[src/rtl/bus_pkg.sv]
// Shared types and default memory map for the data-side bus controller.
package bus_pkg;

    typedef enum logic [1:0] {
        ST_IDLE   = 2'd0,
        ST_ACCESS = 2'd1,
        ST_RESP   = 2'd2,
        ST_ERR    = 2'd3
    } bus_state_e;

    // Default memory map of the micro_riscv platform
    localparam logic [31:0] MEM_START    = 32'h0000_0000;
    localparam logic [31:0] MEM_SIZE     = 32'h0001_0000;
    localparam logic [31:0] STDIN_START  = 32'h1000_0000;
    localparam logic [31:0] STDIN_SIZE   = 32'h0000_0004;
    localparam logic [31:0] STDOUT_START = 32'h2000_0000;
    localparam logic [31:0] STDOUT_SIZE  = 32'h0000_0004;

endpackage

[src/rtl/bus_addr_decode.sv]
// Combinational address decoder: one-hot slot select plus hit flag.
// Regions are compared in ADDR_W+1 bits so a region ending at the top of
// the address space does not wrap; overlapping regions resolve to the
// lowest slot index; a zero-sized slot never matches.
module bus_addr_decode
    import bus_pkg::*;
#(
    parameter int NUM_SLAVES = 3,
    parameter int ADDR_W     = 32,
    parameter logic [NUM_SLAVES*ADDR_W-1:0] SLV_BASE = {STDOUT_START, STDIN_START, MEM_START},
    parameter logic [NUM_SLAVES*ADDR_W-1:0] SLV_SIZE = {STDOUT_SIZE, STDIN_SIZE, MEM_SIZE}
) (
    input  logic [ADDR_W-1:0]     addr_i,
    output logic [NUM_SLAVES-1:0] sel_o,
    output logic                  hit_o
);

    // Priority search from slot 0 upward; the first match locks out the rest
    always_comb begin
        sel_o = '0;
        hit_o = 1'b0;
        for (int k = 0; k < NUM_SLAVES; k++) begin
            if (!hit_o
                && (SLV_SIZE[k*ADDR_W +: ADDR_W] != '0)
                && ({1'b0, addr_i} >= {1'b0, SLV_BASE[k*ADDR_W +: ADDR_W]})
                && ({1'b0, addr_i} <  ({1'b0, SLV_BASE[k*ADDR_W +: ADDR_W]}
                                     + {1'b0, SLV_SIZE[k*ADDR_W +: ADDR_W]}))) begin
                sel_o[k] = 1'b1;
                hit_o    = 1'b1;
            end
        end
    end

endmodule

[src/rtl/data_bus_ctrl.sv]
// Registered, handshaked data-bus controller between the CPU data port and
// N memory-mapped slaves, with wait states, timeout and error capture.
module data_bus_ctrl
    import bus_pkg::*;
#(
    parameter int NUM_SLAVES = 3,
    parameter int ADDR_W     = 32,
    parameter int DATA_W     = 32,
    parameter logic [NUM_SLAVES*ADDR_W-1:0] SLV_BASE = {STDOUT_START, STDIN_START, MEM_START},
    parameter logic [NUM_SLAVES*ADDR_W-1:0] SLV_SIZE = {STDOUT_SIZE, STDIN_SIZE, MEM_SIZE},
    parameter int TIMEOUT    = 16
) (
    input  logic                         clk_i,
    input  logic                         reset_i,
    input  logic                         cpu_req_i,
    input  logic                         cpu_we_i,
    input  logic [ADDR_W-1:0]            cpu_addr_i,
    input  logic [DATA_W-1:0]            cpu_wdata_i,
    output logic                         cpu_ready_o,
    output logic [DATA_W-1:0]            cpu_rdata_o,
    output logic                         cpu_err_o,
    output logic [NUM_SLAVES-1:0]        slv_sel_o,
    output logic                         slv_re_o,
    output logic                         slv_we_o,
    output logic [ADDR_W-1:0]            slv_addr_o,
    output logic [DATA_W-1:0]            slv_wdata_o,
    input  logic [NUM_SLAVES*DATA_W-1:0] slv_rdata_i,
    input  logic [NUM_SLAVES-1:0]        slv_ready_i,
    output logic                         err_valid_o,
    output logic [ADDR_W-1:0]            err_addr_o,
    input  logic                         err_clear_i
);

    localparam int CNT_W = $clog2(TIMEOUT + 1);

    bus_state_e              state_q, state_d;
    logic [ADDR_W-1:0]       addr_q, addr_d;
    logic [DATA_W-1:0]       wdata_q, wdata_d;
    logic                    we_q, we_d;
    logic [NUM_SLAVES-1:0]   sel_q, sel_d;
    logic [CNT_W-1:0]        cnt_q, cnt_d;
    logic [DATA_W-1:0]       rdata_q, rdata_d;
    logic                    err_valid_q, err_valid_d;
    logic [ADDR_W-1:0]       err_addr_q, err_addr_d;

    logic [NUM_SLAVES-1:0]   dec_sel;
    logic                    dec_hit;
    logic [DATA_W-1:0]       rdata_mux;

    bus_addr_decode #(
        .NUM_SLAVES (NUM_SLAVES),
        .ADDR_W     (ADDR_W),
        .SLV_BASE   (SLV_BASE),
        .SLV_SIZE   (SLV_SIZE)
    ) u_decode (
        .addr_i (cpu_addr_i),
        .sel_o  (dec_sel),
        .hit_o  (dec_hit)
    );

    // Pick the read data of the currently selected slot
    always_comb begin
        rdata_mux = '0;
        for (int k = 0; k < NUM_SLAVES; k++) begin
            if (sel_q[k]) begin
                rdata_mux = rdata_mux | slv_rdata_i[k*DATA_W +: DATA_W];
            end
        end
    end

    // Next-state logic; sel_q is cleared on the cycle the counter expires,
    // so the strobes are already low during the final ACCESS cycle that
    // hands over to ERR.
    always_comb begin
        state_d     = state_q;
        addr_d      = addr_q;
        wdata_d     = wdata_q;
        we_d        = we_q;
        sel_d       = sel_q;
        cnt_d       = cnt_q;
        rdata_d     = rdata_q;
        err_valid_d = err_valid_q;
        err_addr_d  = err_addr_q;

        if (err_clear_i) begin
            err_valid_d = 1'b0;
        end

        case (state_q)
            ST_IDLE: begin
                if (cpu_req_i) begin
                    addr_d  = cpu_addr_i;
                    wdata_d = cpu_wdata_i;
                    we_d    = cpu_we_i;
                    cnt_d   = '0;
                    if (dec_hit) begin
                        sel_d   = dec_sel;
                        state_d = ST_ACCESS;
                    end else begin
                        state_d = ST_ERR;
                    end
                end
            end
            ST_ACCESS: begin
                if (cnt_q == CNT_W'(TIMEOUT)) begin
                    state_d = ST_ERR;
                end else if ((sel_q & slv_ready_i) != '0) begin
                    rdata_d = we_q ? '0 : rdata_mux;
                    sel_d   = '0;
                    state_d = ST_RESP;
                end else begin
                    cnt_d = cnt_q + CNT_W'(1);
                    if (cnt_q + CNT_W'(1) == CNT_W'(TIMEOUT)) begin
                        sel_d = '0;
                    end
                end
            end
            ST_RESP: begin
                state_d = ST_IDLE;
            end
            ST_ERR: begin
                // A set coinciding with a clear wins and reloads the address
                if (!err_valid_q || err_clear_i) begin
                    err_addr_d = addr_q;
                end
                err_valid_d = 1'b1;
                state_d     = ST_IDLE;
            end
            default: begin
                state_d = ST_IDLE;
            end
        endcase
    end

    // State and datapath registers with synchronous reset
    always_ff @(posedge clk_i) begin
        if (reset_i) begin
            state_q     <= ST_IDLE;
            addr_q      <= '0;
            wdata_q     <= '0;
            we_q        <= 1'b0;
            sel_q       <= '0;
            cnt_q       <= '0;
            rdata_q     <= '0;
            err_valid_q <= 1'b0;
            err_addr_q  <= '0;
        end else begin
            state_q     <= state_d;
            addr_q      <= addr_d;
            wdata_q     <= wdata_d;
            we_q        <= we_d;
            sel_q       <= sel_d;
            cnt_q       <= cnt_d;
            rdata_q     <= rdata_d;
            err_valid_q <= err_valid_d;
            err_addr_q  <= err_addr_d;
        end
    end

    assign slv_sel_o   = sel_q;
    assign slv_re_o    = (|sel_q) & ~we_q;
    assign slv_we_o    = (|sel_q) & we_q;
    assign slv_addr_o  = addr_q;
    assign slv_wdata_o = wdata_q;
    assign cpu_ready_o = (state_q == ST_RESP) || (state_q == ST_ERR);
    assign cpu_err_o   = (state_q == ST_ERR);
    assign cpu_rdata_o = (state_q == ST_RESP) ? rdata_q : '0;
    assign err_valid_o = err_valid_q;
    assign err_addr_o  = err_addr_q;

endmodule

[config.mk]
export PLATFORM = sky130hd
export DESIGN_NAME = data_bus_ctrl
export DESIGN_NICKNAME = d
export VERILOG_FILES = /design/src/rtl/bus_pkg.sv /design/src/rtl/bus_addr_decode.sv /design/src/rtl/data_bus_ctrl.sv
export SDC_FILE = /design/constraint.sdc
export NUM_CORES = 1
export LEC_CHECK = 0
export CAP_MARGIN = 20
export CORE_ASPECT_RATIO = 1.5
export CORE_MARGIN = 10
export CORE_UTILIZATION = 55
export CTS_CLUSTER_DIAMETER = 50
export DETAILED_ROUTE_END_ITERATION = 10
export DONT_BUFFER_PORTS = 1
export PLACE_DENSITY_LB_ADDON = 0.15
export SLEW_MARGIN = 25
export SYNTH_ARGS = -nofsm -noshare
export SYNTH_HDL_FRONTEND = slang
export SYNTH_SLANG_ARGS = --single-unit
[constraint.sdc]
create_clock -name clk_i -period 3.15 [get_ports clk_i]
set_input_delay 0.945 -clock clk_i [delete_from_list [all_inputs] [get_ports clk_i]]
set_output_delay 0.945 -clock clk_i [all_outputs]
set_load 0.01 [all_outputs]
# Word-level counts from Yosys, hierarchy flattened

Cells that the tools add are included.
W data, S select, Z words.

Register bits after elaboration: 140

$add $sub $neg: 1
$lt $le $gt $ge: 5
Equality and inequality tests: 11
Mux-type cells: 27
Bitwise logic cells: 7
Reductions and logical operators: 21

Operator list:

| kind                   | count |
|---|---|
| $mux W32               | 5 |
| $or A32 B32 Y32        | 2 |
| $ge A32 B29 Y1 const B | 1 |
| $ge A32 B30 Y1 const B | 1 |
| $lt A32 B17 Y1 const B | 1 |
| $lt A32 B29 Y1 const B | 1 |
| $lt A32 B30 Y1 const B | 1 |
| $mux W3                | 5 |
| $mux W5                | 3 |
| $eq A5 B5 Y1 const B   | 2 |
| $pmux W5 S2            | 1 |
| $mux W2                | 4 |
| $ne A2 B2 Y1 const B   | 4 |
| $mux W1                | 7 |
| $ne A3 B3 Y1 const B   | 2 |
| $pmux W2 S3            | 1 |
| $pmux W3 S2            | 1 |
| $reduce_and A2 Y1      | 3 |
| $add A5 B1 Y5 const B  | 1 |
| $reduce_and A5 Y1      | 1 |
| $eq A2 B2 Y1 const B   | 2 |
| $logic_and A1 B1 Y1    | 4 |
| $reduce_and A4 Y1      | 1 |
| $reduce_bool A2 Y1     | 2 |
| other kinds (11)       | 16 |

# Logic depth before layout (Yosys ltp)

Depth after elaboration: 13
Gate-level depth with buffers: 9
Mapped depth without buffers: 8

# Modules after synthesis

A second synthesis with hierarchy kept.

Cell total of the unflattened synthesis: 742
Area, all modules: 5,871.9 µm²

Modules (own cells, without submodules):

| module          | instances | cells each | area each (µm²) | sequential area each (µm²) |
|---|---|---|---|---|
| data_bus_ctrl   | 1         | 722        | 5,730.5         | 2,802.7 |
| bus_addr_decode | 1         | 20         | 141.4           | 0.0 |

# Worst setup path before layout

Ideal clock, no wire load.

Kind: input-to-reg
Start point: in cpu_addr_i[26]
End point: reg sel_q[1], in the netlist slv_sel_o[1]
Library setup time: 67 ps
Arrival: 2,277 ps
Data required time: 3,083 ps
Setup slack: 806 ps
Stages: 5
Buffers on the path: 0
Cell sequence: nor4_2 > nand4_1 > or4_4 > or4b_4 > o21ai_2

Word-level cells in the longest chain between the ends: 12
Elaborated cells between the ends (all ways): 20
Those cells by class: 5 x order compare; 1 x eq/ne; 7 x mux; 7 x reduce/logical

RTL lines:

| item                               | line                  | RTL |
|---|---|---|
| start, declared                    | data_bus_ctrl.sv:17   | `input logic [ADDR_W-1:0] cpu_addr_i,` |
| $lt A32 B17 Y1                     | bus_addr_decode.sv:26 | `&& ({1'b0, addr_i} < ({1'b0, SLV_BASE[k*ADDR_W +: ADDR_W]}` |
| $mux W1                            | bus_addr_decode.sv:23 | `if (!hit_o` |
| $logic_not A1 Y1                   | bus_addr_decode.sv:23 |  |
| $logic_and A1 B1 Y1                | bus_addr_decode.sv:25 | `&& ({1'b0, addr_i} >= {1'b0, SLV_BASE[k*ADDR_W +: ADDR_W]})` |
| $logic_and A1 B1 Y1                | bus_addr_decode.sv:26 |  |
| $mux W1                            | bus_addr_decode.sv:23 |  |
| $logic_not A1 Y1                   | bus_addr_decode.sv:23 |  |
| $logic_and A1 B1 Y1                | bus_addr_decode.sv:25 |  |
| $logic_and A1 B1 Y1                | bus_addr_decode.sv:26 |  |
| $mux W1                            | bus_addr_decode.sv:23 |  |
| $ne A2 B2 Y1 (no source line)      | n/a                   |  |
| $reduce_and A5 Y1 (no source line) | n/a                   |  |
| end signal, assigned               | data_bus_ctrl.sv:152  | `sel_q <= sel_d;` |
| end, declared                      | data_bus_ctrl.sv:40   | `logic [NUM_SLAVES-1:0] sel_q, sel_d;` |

Several ways; a longest one is shown, not always the timed one. The select of a mux whose other input is x is not followed.
A chain may end at the register's enable or synchronous reset.

# Worst setup path after layout

Start point: reg state_q[1]
End point: out cpu_rdata_o[0]

Word-level cells in the longest chain between the ends: 2

RTL lines:

| item                   | line                 | RTL |
|---|---|---|
| start, declared        | data_bus_ctrl.sv:36  | `bus_state_e state_q, state_d;` |
| start signal, assigned | data_bus_ctrl.sv:148 | `state_q <= state_d;` |
| $eq A2 B2 Y1           | data_bus_ctrl.sv:167 | `assign cpu_rdata_o = (state_q == ST_RESP) ? rdata_q : '0;` |
| $mux W32               | data_bus_ctrl.sv:167 |  |
| end, declared          | data_bus_ctrl.sv:20  | `output logic [DATA_W-1:0] cpu_rdata_o,` |

No other way between the ends.

==> metrics <==
crit end category=output pin; Post-synth top cells=nand2_1, dfxtp_1, a21oi_1; Synth Register Bits=140; peak supply drop=0.000444 V; final slew viol count=0; status=complete, no violations; worst slew pin tran=0.710 ns; number of global-route vias before repair=5039; GP Congestion=0.801; Reg2Reg Setup Slack=1.03 ns; Layout Nets=873; largest area contributor in the netlist=dfxtp_1; post-CTS setup buffers=0; Seq/Total Area, Yosys=48.7%; P per Cell Area=648 nW/um2; initial antenna violation count=0; First DRT Iteration DRCs=436; pin count of the biggest net entering global routing=141; detailed-route wire length per cell=22.0 um; overall power=4.11 mW; endpoints failing hold=0; Final setup viols=0; drt pass-1 iters=8; placed inst area=5770 um2; Mapped Nets=907; Syn-to-layout area delta=10.3%; Post-CTS Hold Buffers=0; CP arrival=1.74 ns; HPWL after DPL=14100 um; Final Skew=0.00675 ns; die area=15000 um2; CP Cell Sequence=nor2b_1 -> buf_4 -> and2_1; CTS buffer count=17; largest family of logic cells by synthesized area=simple AND/OR/NAND/NOR gates; IO Pins=304; Post-Route Setup TNS=0 ns; Max Cap Viol=0; Worst-Skew Late Latency=0.41 ns; antenna-violating nets left=0; WP data required=2.20 ns; first-pass GRT wire length=28900 um; drt drc=0; Leakage=2.18 nW; Largest delay share family, worst path=flip-flops; Yosys warning total=0; share of post-route cells with drive strength above 1=7.41%; most frequent cell after synthesis=nand2_1; Avg Cell Area, Syn=7.81 um2; Final Util=62.3%; Achievable Freq=373 MHz; Post-synth ARST share=0%; die height=145 um; Tmin final=2.68 ns; antenna diode count=0; Synth Area in Adders=0.435%; Mapped Cells=737; predominant post-synthesis flop cell=dfxtp_1; crit path kind=reg2out; CTS Buffer Depth=2; final worst setup slack=0.468 ns; WP buf/inv=1; Worst path max stage delay=0.58 ns; Worst path slowest cell=dfxtp_1; DP Cell Count=825; post-synthesis cell area=5750 um2; Period Utilization, post-route=85.2%; EDFF count, synth=0; routed wire length=18800 um; Slew HR=52.6%; CTS tree=built; # clock sinks=140; Row Count=45; Synth Area in Compound Gates=19.3%; Post-Layout Cell Count=856; global-route usage over all layers=23.7%; Remaining Overflow, GRT=0; RSZ-0062 raised after global routing=false; WHS=0.476 ns; Post-Synth XOR/XNOR Area=0%; Worst setup SP type=flop; chip width=104 um; Post-Synth Simple-Gate Area=26.4%; post_cts resized=0; Setup WS pre-CTS=0.468 ns; IO buf count=0; Root Buffer=clkbuf_16; Worst Hold Class=reg2reg; Vias/cell=6.03; Starting Density=56.5%; clk slew on worst S/H paths=0.05 ns; Yosys cell types=39; design area=6350 um2; H-tree depth=4; synth top area cells=dfxtp_1, nand2_1, a21oi_1, a222oi_1, and2_1; via count=5163; Crit Path Max Fanout=32; Core Area=10200 um2; # fillers=912; mux cell area share after synthesis=0%; area share of the largest cell type after synthesis=48.7%
flip-flops by register name (all words and copies together) (netlist names):
register	flops
cnt_q	5
err_addr_o	32
err_valid_o	1
rdata_q	32
slv_addr_o	32
slv_sel_o	3
slv_wdata_o	32
state_q	2
we_q	1
logic make-up (layout without fill, tap and decap cells):
group	Yosys count	after routing
flops	140	140
simple gates	340	340
fa+ha+maj	2	2
buf+inv	72	50
compound gates	183	183
cell type report:
cell class / instances / area (um2) / share of cell area (%)
clock buffer: 24 / 492 / 7.75
multi-input combinational: 525 / 2660 / 41.9
tap: 141 / 176 / 2.78
sequential: 140 / 2800 / 44.2
inverter: 7 / 26.3 / 0.414
clock inverter: 7 / 87.6 / 1.38
timing repair buffer: 12 / 103 / 1.62
tightest hold or removal path, delay by kind of cell, from the launching register on:
family	cells	cell delay [ns]
flops	1	0.31
simple gates	1	0.07
compound gates	1	0.06
worst paths after layout:
| kind | start | to | depth (start not counted) |
|---|---|---|---|
| worst min-delay path | rdata_q[18]$_SDFFE_PP0P_ | rdata_q[18]$_SDFFE_PP0P_ | 2 |
| worst min register to register | rdata_q[18]$_SDFFE_PP0P_ | rdata_q[18]$_SDFFE_PP0P_ | 2 |
| worst max-delay path | state_q[1]$_SDFFE_PP0P_ | cpu_rdata_o[0] | 3 |
| worst max register to register | cnt_q[0]$_SDFFE_PP0P_ | rdata_q[3]$_SDFFE_PP0P_ | 8 |
layout by cell type, fill, tap and decap left out, drive strengths merged, types with 4 or more instances in the layout:
cell type  netlist  final
inv              7      7
nor2b            4      4
a21oi          137    137
nand2          203    203
clkbuf          49     24
dfxtp          140    140
buf             16     12
nor3            34     34
nand3            4      4
and2            35     35
o21ai            4      4
a222oi          33     33
nor2            42     42
clkinv           0      4
nor4             7      7
power by group:
group,internal [mW],switching [mW]
sequential,1.84,0.108
combinational,0.0736,0.158
clock,1.24,0.694
layer usage:
metal / vias up / track usage (%) / wire [um]
li1: 2467 / - / -
met1: 2390 / 22.8 / 6390
met2: 282 / 41.6 / 9770
met3: 24 / 13.3 / 2280
met4: 0 / 7.44 / 377
met5: - / 0 / 0
Note: power is estimated with default switching activity, not from simulation.
